==> src/rtl/pipe_hazard_sched.sv <==
// Stall/flush scheduler for the 5-stage pipeline. Controls are combinational from state and inputs (zero latency).
// Redirects outrank multi-cycle holds, which outrank load-use. A hold freezes PC/IF/ID and bubbles the stage behind it.
module pipe_hazard_sched #(
  parameter int MC_CYCLES = 4,
  parameter int CNT_W     = 16
) (
  input  logic             clk,
  input  logic             rst,
  input  logic [4:0]       id_rs,
  input  logic [4:0]       id_rt,
  input  logic             id_uses_rs,
  input  logic             id_uses_rt,
  input  logic             ex_mem_read,
  input  logic [4:0]       ex_write_reg,
  input  logic             ex_mc_op,
  input  logic             mem_branch_taken,
  input  logic             wb_jump,
  output logic             pc_write,
  output logic             ifid_write,
  output logic             ifid_flush,
  output logic             idex_write,
  output logic             idex_flush,
  output logic             exmem_flush,
  output logic             memwb_flush,
  output logic             ex_hold,
  output logic             busy,
  output logic [CNT_W-1:0] stall_cnt
);

  typedef enum logic {RUN = 1'b0, MC_BUSY = 1'b1} state_t;

  localparam logic [7:0] MC_INIT = 8'(MC_CYCLES - 2);

  state_t     state, state_nxt;
  logic [7:0] mc_cnt, mc_cnt_nxt;
  logic       mc_skip, mc_skip_nxt;
  logic       redirect;
  logic       load_use;
  logic       mc_start;

  assign redirect = wb_jump | mem_branch_taken;

  // $0 is hardwired to zero, so a load targeting it never creates a dependency.
  assign load_use = ex_mem_read && (ex_write_reg != 5'd0) &&
                    ((id_uses_rs && (id_rs == ex_write_reg)) ||
                     (id_uses_rt && (id_rt == ex_write_reg)));

  // mc_skip masks ex_mc_op for the one cycle the finished op drains into EX/MEM.
  assign mc_start = (state == RUN) && ex_mc_op && !mc_skip && !redirect;

  always_ff @(posedge clk or negedge rst) begin
    if (!rst) begin
      state   <= RUN;
      mc_cnt  <= 8'd0;
      mc_skip <= 1'b0;
    end else begin
      state   <= state_nxt;
      mc_cnt  <= mc_cnt_nxt;
      mc_skip <= mc_skip_nxt;
    end
  end

  always_comb begin
    state_nxt   = state;
    mc_cnt_nxt  = mc_cnt;
    mc_skip_nxt = 1'b0;
    if (redirect) begin
      state_nxt  = RUN;
      mc_cnt_nxt = 8'd0;
    end else if (state == MC_BUSY) begin
      if (mc_cnt == 8'd0) begin
        state_nxt   = RUN;
        mc_skip_nxt = 1'b1;
      end else begin
        mc_cnt_nxt = mc_cnt - 8'd1;
      end
    end else if (mc_start) begin
      state_nxt  = MC_BUSY;
      mc_cnt_nxt = MC_INIT;
    end
  end

  always_comb begin
    pc_write    = 1'b1;
    ifid_write  = 1'b1;
    ifid_flush  = 1'b0;
    idex_write  = 1'b1;
    idex_flush  = 1'b0;
    exmem_flush = 1'b0;
    memwb_flush = 1'b0;
    ex_hold     = 1'b0;
    busy        = 1'b0;
    if (wb_jump) begin
      ifid_flush  = 1'b1;
      idex_flush  = 1'b1;
      exmem_flush = 1'b1;
      memwb_flush = 1'b1;
    end else if (mem_branch_taken) begin
      ifid_flush  = 1'b1;
      idex_flush  = 1'b1;
      exmem_flush = 1'b1;
    end else if ((state == MC_BUSY) || mc_start) begin
      pc_write    = 1'b0;
      ifid_write  = 1'b0;
      idex_write  = 1'b0;
      exmem_flush = 1'b1;
      ex_hold     = 1'b1;
      busy        = (state == MC_BUSY);
    end else if (load_use) begin
      pc_write   = 1'b0;
      ifid_write = 1'b0;
      idex_flush = 1'b1;
    end
  end

  always_ff @(posedge clk or negedge rst) begin
    if (!rst) begin
      stall_cnt <= '0;
    end else if (!pc_write && !(&stall_cnt)) begin
      stall_cnt <= stall_cnt + CNT_W'(1);
    end
  end

endmodule

==> config.mk <==
export PLATFORM = sky130hd
export DESIGN_NAME = pipe_hazard_sched
export DESIGN_NICKNAME = d
export VERILOG_FILES = /design/src/rtl/pipe_hazard_sched.sv
export SDC_FILE = /design/constraint.sdc
export NUM_CORES = 1
export LEC_CHECK = 0
export CORE_ASPECT_RATIO = 0.8
export CORE_MARGIN = 4
export CORE_UTILIZATION = 30
export DETAILED_ROUTE_END_ITERATION = 8
export PLACE_DENSITY = 0.65
export SYNTH_ARGS = -nofsm -noshare
export SYNTH_HDL_FRONTEND = slang
export SYNTH_SLANG_ARGS = --single-unit
==> constraint.sdc <==
create_clock -name clk -period 4.3 [get_ports clk]
set_input_delay 0.43 -clock clk [delete_from_list [all_inputs] [get_ports clk]]
set_output_delay 0.43 -clock clk [all_outputs]
set_load 0.005 [all_outputs]
==> flow_summary.toml <==
[worst_setup_path]
reg2reg_depth = 6
end_kind = "primary output"
cp_cell_sequence = "clkdlybuf4s50_1 -> or4_1 -> o21ai_0 -> o21ai_0 -> nand2_1 -> clkdlybuf4s50_1"
critPathMaxFanout = 4
critPathCapture = "ifid_write"
critPathLaunch = "ex_write_reg[1]"
timing.rr.start = "stall_cnt[0]$_DFFE_PN0P_"
worstSetupStartpointType = "input port"
cp.arrival_ns = 2.80
crit_buf_inv = 2
r2r_end = "stall_cnt[1]$_DFFE_PN0P_"
crit_cells = 6
worst-setup-path-type = "in2out"
critPathTopFamily = "buffers and inverters"
cpMaxStageDelayCell = "or4_1"
rrSetupSlack_ns = 1.97
crit_required_ns = 3.87
critPathMaxStageDelay_ns = 0.54

[grt]
grt_pass1_wl_mm = 6.02
track_usage_pct = 12.1
overflow = 0
antenna_found_initial = 0
grt_max_degree = 27
grt_pass1_vias = 1284

[layout]
multi_input_area_um2 = 800
regArea_um2 = 651
antenna-diode-count = 0
drive_gt1_share_pct = 6.40
area_growth_pct = 38.4
final_common_cell = "clkdlybuf4s50_1"
fin_util_pct = 44.0
fill_cells = 457
nNetsFinal = 231
final_cell_mix = "clkdlybuf4s50_1 (47), dfrtp_1 (26), xnor2_1 (19)"

[floorplan]
die_area_mm2 = 0.00619
die_h_um = 71.2
ios = 48
die-width_um = 87.0
core-area_mm2 = 0.00471
initial_utilization_pct = 31.8
rows = 22

[detailed_routing]
drt-initial-drc-count = 73
vias = 1294
route.met3.wl_um = 310
met2WireLength_mm = 1.42
routed_wirelength_mm = 3.50
dr.pass1.iters = 4
drc = 0
drt-met1-wl_mm = 1.74
drtAntennaViolNets = 0
maxUsedRoutingLayer = "met4"
wl_per_cell_um = 13.3
vias_per_cell = 4.92

[sta]
finalCritPeriodShare_pct = 75.0
hold_slack_ns = 0.503
tightest_slew_ns = 0.646
fin_crit_ns = 3.23
finalHoldViolations = 0
slew_violations = 0
slew_headroom_pct = 56.6
tns_ns = 0
finalClockSkew_ns = 0.00114
rsz0062_at_grt = "false"
setup_viol = 0
max_clock_freq_mhz = 310

[placed_design]
dp_hpwl_mm = 2.72
numPortBuffers = 47
gp_congestion = 0.860

[power_and_ir_drop]
leakagePower_uw = 0.000870
ir_drop_uv = 113
power_density_mw_per_mm2 = 296

[logic_synthesis]
ys_async_sr_fraction_pct = 100
synth_edf_count = 0
ys_warn_count = 0
syn-num-nets = 181
yosysSeqAreaShare_pct = 43.5
syn_inst = 155
synth_flop_cell = "dfrtp_1"
syn_area_per_cell_um2 = 9.65
synth_seq_cells = 26
syn_area_mm2 = 0.00150
synth_cell_types = 41

[cts]
clk_latency_ns = 0.26
cts_root_buf = "clkbuf_8"
cts_buffers = 3
ctsResizeCount = 0
holdBufCountCts = 0
cts_max_level = 1
clkTransAtPathRegs_ns = 0.08
cts_buffer_depth = 2
post_cts_buffers = 0
cts_sinks = 26
cts_tree = "built"

[outcome]
status = "completed"

[hold_path]
hold_path.class = "reg2reg"

[run]
cap_viol_max_count = 0
[worst min path at each step]
stage	depth (start not counted)	endpoint	slack, ns	from
floorplan	0	mc_cnt[0]$_DFFE_PN0P_	0.13	rst
global placement	1	stall_cnt[9]$_DFFE_PN0P_	0.48	stall_cnt[9]$_DFFE_PN0P_
detailed placement	1	stall_cnt[11]$_DFFE_PN0P_	0.49	stall_cnt[11]$_DFFE_PN0P_
CTS	1	stall_cnt[11]$_DFFE_PN0P_	0.51	stall_cnt[11]$_DFFE_PN0P_
global route	1	stall_cnt[11]$_DFFE_PN0P_	0.53	stall_cnt[11]$_DFFE_PN0P_
finish	1	stall_cnt[11]$_DFFE_PN0P_	0.50	stall_cnt[11]$_DFFE_PN0P_
[where the power goes]
group	total, uW	internal, uW	switching, uW
Clock	133	62.6	70.0
Sequential	307	270	37.6
Combinational	173	108	65.9
[kinds of logic (layout without fill, tap and decap cells)]
logic type                 Yosys count  after routing  synth area share (%)
xor gates and xnor gates            29             29                  17.0
and+or+nand+nor                     70             70                  25.3
DFF                                 26             26                  43.5
muxes                                2              2                  1.50
AOI/OAI and AO/OA                   15             15                  7.19
adders and majority gates            3              3                  2.51
buffers and inverters               10             58                  3.09
[registers in the layout, summed over array words and instances (netlist names)]
name / cells
stall_cnt: 16
mc_cnt: 8
mc_skip: 1
state: 1
[per-stage QoR]
stage	cells	area (um2)	power, uW	worst slack [ns]
after detailed placement	260	2030	489	1.07
after global routing	263	2070	661	0.913
after CTS	263	2070	626	1.06
final	263	2070	613	1.07
after global placement	260	2030	486	1.11
after floorplan	155	1500	390	2.23
[area by class of cell]
cell class	instances	area share [%]
well taps	60	3.63
flip-flops and latches	26	31.4
multi-input cells	119	38.6
repair buffers	48	23.1
clock buffers	3	1.99
inverters	7	1.27
[layer usage]
| metal | track usage [%] | vias up |
|---|---|---|
| li1 | - | 639 |
| met1 | 17.8 | 614 |
| met2 | 16.8 | 39 |
| met3 | 3.49 | 2 |
| met4 | 4.15 | 0 |
| met5 | 0 | - |
[Yosys cell counts, types with 2 or more instances]
cell type | instances | area share (%)
nor4b_1 | 3 | 1.8
dfrtp_1 | 26 | 43
or4_1 | 2 | 1.0
nand2b_1 | 2 | 0.84
inv_1 | 6 | 1.5
ha_1 | 3 | 2.5
and3_1 | 2 | 0.84
o21ai_0 | 3 | 1.0
nor2b_1 | 2 | 0.84
nand3_1 | 7 | 2.3
nand4_1 | 6 | 2.5
xor2_1 | 10 | 5.9
xnor2_1 | 19 | 11
nand2_1 | 12 | 3.0
nor4_1 | 6 | 2.5
and2_1 | 3 | 1.3
buf_4 | 2 | 1.0
nor2_1 | 17 | 4.3
mux2_2 | 2 | 1.5
Power figures use the tool's default switching activity.
